[config.mk]
export PLATFORM = sky130hd
export DESIGN_NAME = issue_scheduler
export DESIGN_NICKNAME = d
export VERILOG_FILES = /design/src/rtl/issue_scheduler.sv
export SDC_FILE = /design/constraint.sdc
export NUM_CORES = 1
export LEC_CHECK = 0
export CORE_ASPECT_RATIO = 1.25
export CORE_MARGIN = 5
export CORE_UTILIZATION = 49
export DETAILED_ROUTE_END_ITERATION = 8
export PLACE_DENSITY = 0.92
export SKIP_CTS_REPAIR_TIMING = 1
export SYNTH_ARGS = -nofsm -noshare
export SYNTH_HDL_FRONTEND = slang
export SYNTH_SLANG_ARGS = --single-unit
[constraint.sdc]
create_clock -name clk -period 9.8 [get_ports clk]
set_input_delay 0.98 -clock clk [delete_from_list [all_inputs] [get_ports clk]]
set_output_delay 0.98 -clock clk [all_outputs]
set_load 0.05 [all_outputs]
[src/rtl/issue_scheduler.sv]
// issue_scheduler
//   Decides when a decoded instruction may move into a one-entry registered
//   issue slot. It tracks pending destination registers, limits the number of
//   outstanding loads, stalls behind unresolved branches/jumps and halts on an
//   illegal op code.
//
//   Optional feature macro: ISSUE_BYPASS_EN
//     defined   : a same-cycle writeback clears the hazard check, so a dependent
//                 instruction can issue in the writeback cycle
//     undefined : the hazard check uses only the registered scoreboard
//
//   Ports
//     clk, rst                         clock, synchronous active-high reset
//     dec_valid/dec_ready              decoder handshake
//     dec_rs1i/rs2i/rdi/imm/code       decoded fields (code 12'hFFF = illegal)
//     dec_isLoad/dec_isBranch          instruction class
//     iss_valid/iss_ready              issue slot handshake
//     iss_rs1i/rs2i/rdi/imm/code/isLoad registered copy of accepted fields
//     wb_valid/wb_rdi/wb_isLoad        writeback from execute
//     br_valid/br_taken                branch resolution from execute
//     flush                            one-cycle redirect pulse
//     illegal                          sticky illegal-instruction flag
//     pending                          scoreboard, bit 0 always 0
//
//   state   | meaning
//   RUN     | normal issue
//   BR_WAIT | branch issued, waiting for resolution, no issue
//   HALT    | illegal instruction seen, left only through reset
module issue_scheduler #(
    parameter int MAX_LOADS = 4,
    parameter int LDCW      = 4
) (
    input  logic        clk,
    input  logic        rst,
    input  logic        dec_valid,
    output logic        dec_ready,
    input  logic [4:0]  dec_rs1i,
    input  logic [4:0]  dec_rs2i,
    input  logic [4:0]  dec_rdi,
    input  logic [31:0] dec_imm,
    input  logic [11:0] dec_code,
    input  logic        dec_isLoad,
    input  logic        dec_isBranch,
    output logic        iss_valid,
    input  logic        iss_ready,
    output logic [4:0]  iss_rs1i,
    output logic [4:0]  iss_rs2i,
    output logic [4:0]  iss_rdi,
    output logic [31:0] iss_imm,
    output logic [11:0] iss_code,
    output logic        iss_isLoad,
    input  logic        wb_valid,
    input  logic [4:0]  wb_rdi,
    input  logic        wb_isLoad,
    input  logic        br_valid,
    input  logic        br_taken,
    output logic        flush,
    output logic        illegal,
    output logic [31:0] pending
);

    typedef enum logic [1:0] {
        RUN     = 2'd0,
        BR_WAIT = 2'd1,
        HALT    = 2'd2
    } state_t;

    state_t          state;
    state_t          state_nxt;
    logic [LDCW-1:0] ldcnt;
    logic [31:0]     wb_mask;
    logic [31:0]     set_mask;
    logic [31:0]     pend_eff;
    logic            is_illegal;
    logic            ld_full;
    logic            hz;
    logic            accept;
    logic            ld_inc;
    logic            ld_dec;

    // Register 0 is never tracked, so neither mask may touch bit 0.
    always_comb begin
        wb_mask = '0;
        if (wb_valid && wb_rdi != 5'd0)
            wb_mask[wb_rdi] = 1'b1;
    end

    always_comb begin
        set_mask = '0;
        if (accept && dec_rdi != 5'd0)
            set_mask[dec_rdi] = 1'b1;
    end

`ifdef ISSUE_BYPASS_EN
    assign pend_eff = pending & ~wb_mask;
`else
    assign pend_eff = pending;
`endif

    assign is_illegal = (dec_code == 12'hFFF);
    assign ld_full    = (ldcnt == LDCW'(MAX_LOADS));
    assign hz         = pend_eff[dec_rs1i] | pend_eff[dec_rs2i] | pend_eff[dec_rdi]
                      | (dec_isLoad & ld_full);
    assign dec_ready  = !rst && (state == RUN) && (!iss_valid || iss_ready)
                      && !is_illegal && !hz;
    assign accept     = dec_valid & dec_ready;
    assign ld_inc     = accept & dec_isLoad;
    assign ld_dec     = wb_valid & wb_isLoad;

    always_comb begin
        state_nxt = state;
        case (state)
            RUN: begin
                if (dec_valid && is_illegal)
                    state_nxt = HALT;
                else if (accept && dec_isBranch)
                    state_nxt = BR_WAIT;
            end
            BR_WAIT: begin
                if (br_valid)
                    state_nxt = RUN;
            end
            HALT:    state_nxt = HALT;
            default: state_nxt = RUN;
        endcase
    end

    always_ff @(posedge clk) begin
        if (rst)
            state <= RUN;
        else
            state <= state_nxt;
    end

    always_ff @(posedge clk) begin
        if (rst) begin
            iss_valid  <= 1'b0;
            iss_rs1i   <= '0;
            iss_rs2i   <= '0;
            iss_rdi    <= '0;
            iss_imm    <= '0;
            iss_code   <= '0;
            iss_isLoad <= 1'b0;
            flush      <= 1'b0;
            illegal    <= 1'b0;
            pending    <= '0;
            ldcnt      <= '0;
        end else begin
            if (accept) begin
                iss_valid  <= 1'b1;
                iss_rs1i   <= dec_rs1i;
                iss_rs2i   <= dec_rs2i;
                iss_rdi    <= dec_rdi;
                iss_imm    <= dec_imm;
                iss_code   <= dec_code;
                iss_isLoad <= dec_isLoad;
            end else if (iss_ready) begin
                iss_valid <= 1'b0;
            end

            flush   <= (state == BR_WAIT) && br_valid && br_taken;
            illegal <= illegal | ((state == RUN) && dec_valid && is_illegal);
            // Set is applied after clear so a same-cycle set wins.
            pending <= (pending & ~wb_mask) | set_mask;

            // Simultaneous load accept and load writeback cancel out; a
            // writeback at zero is treated as spurious and holds zero.
            case ({ld_inc, ld_dec})
                2'b10:   ldcnt <= ldcnt + LDCW'(1);
                2'b01:   if (ldcnt != '0) ldcnt <= ldcnt - LDCW'(1);
                default: ldcnt <= ldcnt;
            endcase
        end
    end

endmodule
# Yosys cells after proc, flatten, opt, wreduce, memory -nomap -nowiden
# Cells that the tools add are included.
dict set report totals {
  elab_cells 87
  memories 0
  ram_bits 0
  rom_bits 0
  latchBits 0
  inputBits 74
  out_inout_bits 96
  register_bits 101
}
dict set report op_classes {
  reduce_logical 27
  add_sub_neg 2
  n_mux 20
  n_eq_ne 9
  n_shift 0
  div_mod_pow 0
  n_mul 0
  bitwise_logic 11
  magnitude_cmp 6
}
# op n
set op_table {}
lappend op_table {{$mux 32} 2}
lappend op_table {{$and 32x32->32} 1}
lappend op_table {{$not 32->32} 1}
lappend op_table {{$or 32x32->32} 1}
lappend op_table {{$lt 5x6->1 const B} 4}
lappend op_table {{$bmux 1 s5} 3}
lappend op_table {{$logic_and 1x1->1} 14}
lappend op_table {{$eq 12x12->1 const B} 1}
lappend op_table {{$demux 1 s5} 2}
lappend op_table {{$ge 5x1->1 const B} 2}
lappend op_table {{$reduce_bool 5->1} 2}
lappend op_table {{$pmux 4 s2} 1}
lappend op_table {{$mux 1} 7}
lappend op_table {{$mux 2} 3}
lappend op_table {{$pmux 2 s3} 1}
lappend op_table {{$add 4x1->4 const B} 1}
lappend op_table {{$and 1x1->1} 4}
lappend op_table {{$eq 2x1->1 const B} 2}
lappend op_table {{$eq 2x2->1 const B} 2}
lappend op_table {{$eq 4x3->1 const B} 1}
lappend op_table {{$logic_not 1->1} 4}
lappend op_table {{$mux 4} 1}
lappend op_table {{$ne 2x2->1 const B} 2}
lappend op_table {{$or 1x1->1} 4}
lappend op_table {{other kinds (7)} 9}

# Logic depth before layout (Yosys ltp)
# Gate-level depths: netlist (run 1).
dict set report logic_depth {
  depth_word 12
  ltp_mapped 14
  ltp_nobuf 12
}

# Worst setup path before layout (run 1)
# OpenSTA, ideal clock, no wires.
dict set report synth_path {
  path_type {input port to output port}
  startpoint {in dec_rs2i[0]}
  endpoint {out dec_ready}
  t_arrival_ps 3336
  path_buffers 1
  path_stages 6
  required_ps 8820
  slack_ps 5484
  cell_sequence {clkbuf_1 > mux4_2 > nand2b_1 > nand4b_1 > nand4_2 > nor3_1}
}
dict set report synth_via {
  elab_chain_cells 7
}
# element line
set synth_rtl {}
lappend synth_rtl {{start, declared} 38} ;# input logic [4:0] dec_rs2i,
lappend synth_rtl {{$bmux 1 s5} 102} ;# assign hz = pend_eff[dec_rs1i] | pend_eff[dec_rs2i] | pend_eff[dec_rdi]
lappend synth_rtl {{$mux 1 (implied by the code)} 102}
lappend synth_rtl {{$or 1x1->1 (2 in a row)} 102}
lappend synth_rtl {{$or 1x1->1} 103} ;# | (dec_isLoad & ld_full);
lappend synth_rtl {{$logic_not 1->1} 105} ;# && !is_illegal && !hz;
lappend synth_rtl {{$logic_and 1x1->1} 105}
lappend synth_rtl {{end, declared} 36} ;# output logic dec_ready,
# No other way between the ends. The select of a mux whose other input is x is not followed.

# Worst setup path in the final report (run 1)
dict set report layout_path {
  startpoint {in dec_rdi[1]}
  endpoint {out dec_ready}
}
dict set report layout_via {
  elab_chain_cells 6
}
# element line
set layout_rtl {}
lappend layout_rtl {{start, declared} 39} ;# input logic [4:0] dec_rdi,
lappend layout_rtl {{$bmux 1 s5} 102}
lappend layout_rtl {{$mux 1 (implied by the code)} 102}
lappend layout_rtl {{$or 1x1->1} 102}
lappend layout_rtl {{$or 1x1->1} 103}
lappend layout_rtl {{$logic_not 1->1} 105}
lappend layout_rtl {{$logic_and 1x1->1} 105}
# No other way between the ends. The select of a mux whose other input is x is not followed.

==> results of run 1 <==
sequential cells by signal (all words and copies together), names as in the netlist:
register	cells
iss_imm	32
pending	32
iss_code	12
iss_rdi	5
iss_rs1i	5
iss_rs2i	5
ldcnt	4
state	2
flush	1
illegal	1
iss_isLoad	1
iss_valid	1
final cells by class:
| class | count | area [sq um] |
|---|---|---|
| Tap cell | 129 | 161 |
| Inverter | 6 | 22.5 |
| Clock buffer | 11 | 233 |
| Clock inverter | 5 | 41.3 |
| Multi-Input combinational cell | 368 | 2730 |
| Fill cell | 729 | 3090 |
| Timing Repair Buffer | 172 | 1710 |
| Sequential cell | 101 | 2020 |
power by group through the flow:
stage	Clock [uW]	Combinational, uW	Sequential, uW
2_1_floorplan	0	85.9	496
3_3_place_gp	0	210	446
3_5_place_dp	0	215	447
4_1_cts	341	216	438
5_1_grt	359	229	440
6_report	335	216	438
per-stage QoR:
| stage | setup slack, ns | hold WS, ns | area (sq um) |
|---|---|---|---|
| 6_report | 4.13 | 0.478 | 6920 |
| 5_1_grt | 3.90 | 0.506 | 6920 |
| 4_1_cts | 4.17 | 0.477 | 6920 |
| 3_5_place_dp | 4.17 | 0.468 | 6640 |
| 3_3_place_gp | 4.27 | 0.452 | 6640 |
| 2_1_floorplan | 5.48 | 0.443 | 4970 |
synthesized netlist by cell type, types with 5 or more instances:
master,instances
nand4_1,13
nand4b_1,9
buf_4,5
nand2b_1,5
nand2_1,8
nand3b_1,8
buf_6,5
inv_1,6
buf_2,6
clkbuf_1,23
dfxtp_1,101
mux4_2,15
a21oi_1,34
nor2b_1,8
mux2_1,6
mux2_2,5
mux2i_1,76
o21ai_0,32
nand3_1,23
nor2_1,75
logic make-up (layout without fill, tap and decap cells):
family / Yosys count / after routing / synth area share [%]
multiplexers: 102 / 102 / 24.6
flip-flops: 101 / 101 / 40.7
buffers and inverters: 45 / 194 / 4.68
AND/OR/NAND/NOR: 178 / 178 / 19.4
XOR/XNOR: 1 / 1 / 0.176
adder cells (fa/ha/maj): 3 / 3 / 0.906
AO/OA/AOI/OAI: 84 / 84 / 9.61
worst register-to-register path: cells and delay by family (launching register included):
kind            cells  cell delay (ns)
mux                 3             0.70
fa+ha+maj           1             0.31
flops               1             0.36
compound gates      4             1.02
simple gates        4             1.13
how the worst max path moves through the flow:
stage	start	end	slack, ns	cells after the start
3_3_place_gp	dec_rdi[1]	dec_ready	4.27	7
2_1_floorplan	dec_rs2i[0]	dec_ready	5.48	6
3_5_place_dp	dec_rdi[1]	dec_ready	4.17	7
6_report	dec_rdi[1]	dec_ready	4.13	7
4_1_cts	dec_rdi[0]	dec_ready	4.17	7
5_1_grt	dec_rdi[1]	dec_ready	3.90	7
metal layers:
metal	part of all wire, %	GRT usage (%)
met1	34	27.7
met2	49	43.4
met3	13	10.3
met4	3.6	11.8
met5	0	0
==> reports/results.txt, run 1 <==
cells taking the most area after synthesis - dfxtp_1, mux2i_1, mux4_2
register bit count reported by yosys - 101
number of cells on the worst hold path - 2
WP buf/inv - 2
Critical Path Slowest Stage Cell - clkdlybuf4s50_1
Tightest Hold Check Type - flop to flop
net count of the finished layout - 735
number of DRC markers in iteration 0 - 597
Initial Utilization - 49.7%
arrival time at the worst endpoint - 4.69 ns
core occupancy in the finished layout - 69.1%
number of ports placed on the die boundary - 170
count of different cell masters after synthesis - 49
leak pwr - 0.00242 uW
Worst-path clk slew - 0.06 ns
proportion of netlist area held by the largest area contributor - 40.7%
cell family with the largest share of critical-path delay - buffers and inverters
depth of the worst register-to-register path - 12
TritonCTS Buffers - 9
area of the die - 0.0123 sq mm
worst skew pair latency - 0.35 ns
total power draw - 989 uW
area of the core region - 0.0100 sq mm
startpoint of the most critical register-to-register path - pending[8]
cell-internal power - 690 uW
power density of the placed cells - 143 mW/mm^2
CTS Root Buffer Type - clkbuf_16
number of remaining DRC errors - 0
cell occurring most often along the worst timing path - clkdlybuf4s50_1
vias in the first global route - 4864
required time of the critical path - 8.82 ns
total inserted antenna cells - 0
Hold Crit Start - iss_isLoad
chip width - 100 um
antenna-violating nets left - 0
first-pass GRT wire length - 24600 um
max-slew violation count - 0
commonest cells after routing, fill and taps aside - clkdlybuf4s50_1, dfxtp_1, mux2i_1, nor2_1, a21oi_1
largest fanout of any net on the critical path - 31
total number of vias - 4762
largest net degree at the start of global routing - 106
placed wire-length estimate after detailed placement - 11500 um
Buffers on Ports - 169
residual overflow from global routing - 0
TritonCTS clock tree - built
slack of the worst reg-to-reg path - 6.16 ns
Total Wirelength - 15700 um
Final GP Congestion - 0.945
sum of negative setup slack - 0 ns
clock share of power - 33.9%
Yosys warning total - 0
initial antenna violation count - 0
count of TritonRoute iterations in the first routing pass - 5
primary flip-flop cell chosen by synthesis mapping - dfxtp_1
aggregate global-route resource usage - 25.5%
worst hold path endpoint - iss_isLoad
switching portion of total power - 30.2%
fraction of layout instances using a drive strength above 1 - 7.09%
final critical delay including setup and external delays - 5.67 ns
critical path start-end classification - input pin to primary output
Least-Margin Pin Slew - 1.12 ns
capture point of the worst reg-to-reg path - ldcnt[3]
vias per inst - 6.01
maximum capacitance violations - 0
largest clock skew in the final design - 0.00738 ns
area added between synthesis and finish - 39.1%
post-synth net total - 591
number of setup violations in the final report - 0
part of the total power dissipated in combinational logic - 21.9%
final routed wire length divided by cell count - 19.8 um
chain of cells forming the critical path - clkdlybuf4s50_1 > mux4_2 > a22oi_1 > and4b_1 > o2111ai_2 > nor3_1 > clkdlybuf4s50_1
setup repair after global routing missed its margin - false
count of non-filler cells in the finished layout - 792
result of the run - completed
count of flip-flops with a built-in enable after synthesis - 0
fraction of the yosys area taken by sequential cells - 40.7%
placed insts - 776
achievable clock frequency - 176 MHz
die extent in y - 123 um
CP max stage delay - 1.21 ns
largest area contributor in the netlist - dfxtp_1
share of power burned in registers - 44.3%
htree depth - 3
share of async-settable or async-resettable flops after synthesis - 0%
net switching power of the design - 299 uW
Final Hold Viols - 0
Post-Syn Area - 0.00497 sq mm
Worst VDD drop - 0.120 mV
row count - 41
number of instances in the synthesized netlist - 514
final period utilization - 57.8%
Bufs on Longest Clock Path - 2
max-slew headroom at the worst pin - 25.3%
endpoint class of the critical path - primary output
most common cell after layout, fill and taps aside - clkdlybuf4s50_1
kind of start point of the critical path - input pin
mean cell area of the mapped netlist - 9.67 sq um
CTS sink cnt - 101
No activity file was read; power rests on OpenSTA's default activity.
==> run 2, diff against run 1 <==
Settings changed: CORE_UTILIZATION 49 to 46, PLACE_DENSITY 0.92 to 0.88.
Clock period 9.8 ns to 5.4 ns, I/O delays scaled along.
==> run 2 against run 1 <==
Net effect: power rose by 91%; sequential power increased by 81%; global-route usage decreased by 1.3 points; critical path type unchanged; register-to-register slack worse by 4.4 ns; die area rose by 5.9%; worst hold slack better by 0.0067 ns.
==> reports/results.txt, run 2 (same netlist as run 1, synthesis figures left out) <==
power density of the placed cells - 270 mW/mm^2 (+89%)
total number of vias - 4732 (-0.63%)
endpoint class of the critical path - primary output
first-pass GRT wire length - 24600 um (about the same)
largest net degree at the start of global routing - 106 (unchanged)
Buffers on Ports - 169 (unchanged)
placed wire-length estimate after detailed placement - 11500 um (-0.56%)
leak pwr - 0.00246 uW (+1.7%)
net count of the finished layout - 736 (+0.14%)
met2 layer usage reported by global route - 38.9% (-4.4 points)
global route hottest layer - met2
number of setup violations in the final report - 0 (unchanged)
met3 global-route usage - 9.79% (-0.56 points)
critical path start-end classification - input pin to primary output
CTS Root Buffer Type - clkbuf_16
final instance area - 0.00699 sq mm (+1.1%)
largest clock skew in the final design - 0.0117 ns (+0.00429 ns)
Least-Margin Pin Slew - 1.05 ns (-0.0629 ns)
max-slew headroom at the worst pin - 29.8% (+4.4 points)
most common cell after layout, fill and taps aside - clkdlybuf4s50_1
vias per inst - 5.94 (-1.1%)
final routed wire length divided by cell count - 19.9 um (+0.42%)
row count - 42 (+2.4%)
die extent in y - 126 um (+2.9%)
maximum capacitance violations - 0 (unchanged)
final critical delay including setup and external delays - 4.61 ns
arrival time at the worst endpoint - 4.07 ns (-0.62 ns)
top flop regs - iss_imm (32), pending (32), iss_code (12)
total cell area at the placement stage - 0.00667 sq mm (+0.40%)
achievable clock frequency - 217 MHz
worst skew pair latency - 0.35 ns (about the same)
vias in the first global route - 4770 (-1.9%)
required time of the critical path - 4.86 ns (-3.96 ns)
Global Route met1 Usage - 28.6% (+0.93 points)
CTS sink cnt - 101 (unchanged)
number of DRC markers in iteration 0 - 411 (-31%)
number of ports placed on the die boundary - 170 (unchanged)
Tightest Hold Check Type - flop to flop
count of TritonRoute iterations in the first routing pass - 6 (+1)
TritonCTS Buffers - 9 (unchanged)
area of the die - 0.0130 sq mm (+5.9%)
area of the core region - 0.0106 sq mm (+6.1%)
largest fanout of any net on the critical path - 17 (-45%)
residual overflow from global routing - 0 (unchanged)
Final GP Congestion - 0.958 (+1.4%)
Total Wirelength - 15800 um (+0.93%)
Worst VDD drop - 0.192 mV (+61%)
Final Hold Viols - 0 (unchanged)
kind of start point of the critical path - input pin
total inserted antenna cells - 0 (unchanged)
tightest hold margin - 0.485 ns (+0.00667 ns)
TritonCTS clock tree - built
Worst-path clk slew - 0.07 ns (about the same)
fraction of layout instances using a drive strength above 1 - 7.53% (+0.44 points)
Bufs on Longest Clock Path - 2 (unchanged)
area added between synthesis and finish - 40.6%
Initial Utilization - 46.8% (-2.9 points)
max-slew violation count - 0 (unchanged)
sum of negative setup slack - 0 ns (unchanged)
htree depth - 3 (unchanged)
commonest cells after routing, fill and taps aside - clkdlybuf4s50_1, dfxtp_1, mux2i_1, nor2_1, a21oi_1
number of remaining DRC errors - 0 (unchanged)
result of the run - completed
aggregate global-route resource usage - 24.2% (-1.3 points)
initial antenna violation count - 0 (unchanged)
chip width - 103 um (+2.9%)
setup repair after global routing missed its margin - false
antenna-violating nets left - 0 (unchanged)
final period utilization - 85.4%
==> run 2: final timing paths <==
check / cells past startpoint / end / slack (ns) / from
worst max register to register: 12 / ldcnt[3] / 1.80 / pending[8]
worst min register to register: 2 / state[1] / 0.49 / state[1]
worst max-delay path: 8 / dec_ready / 0.79 / dec_rdi[1]
worst min-delay path: 2 / state[1] / 0.49 / state[1]
==> run 2: layout make-up <==
type / instances / area [sq um]
timing repair buffer: 173 / 1730
inverter: 6 / 22.5
tap: 132 / 165
multi-input combinational: 368 / 2730
clock buffer: 10 / 239
fill: 828 / 3620
clock inverter: 6 / 86.3
sequential: 101 / 2020
==> run 2: critical path: stages <==
cell and delay, ns:
clkdlybuf4s50_1 0.88, buf_4 0.35, nor4_1 0.08, a2111oi_0 0.43, and4b_1 0.28, o2111ai_2 0.21
nor3_1 0.40, clkdlybuf4s50_1 0.90
==> run 2: stage by stage <==
stage / setup slack [ns] / utilization, % / total power, uW / std cells
2_1_floorplan: 1.96 / - / 1060 / 514
3_3_place_gp: 0.893 / 62.8 / 1190 / 780
3_5_place_dp: 0.701 / 62.8 / 1200 / 780
4_1_cts: 0.843 / 65.9 / 1890 / 796
5_1_grt: 0.653 / 65.9 / 1960 / 796
6_report: 0.790 / 65.9 / 1890 / 796
==> run 2: routing by layer <==
metal	vias up	part of all wire, %
met2	325	48
met3	54	13
met1	2187	35
met4	0	3.5
met5	-	0
li1	2166	-
==> run 2: report_power, final <==
| group | internal, uW | switching [uW] | leakage (uW) |
|---|---|---|---|
| Combinational | 161 | 235 | 0.00148 |
| Clock | 386 | 310 | 0.000160 |
| Sequential | 775 | 19.5 | 0.000820 |
==> run 3, diff against run 2 <==
Settings changed: SKIP_LAST_GASP from default to 1.
==> results of run 3 <==
No change in the layout: final DEF, timing and power equal those of run 2.
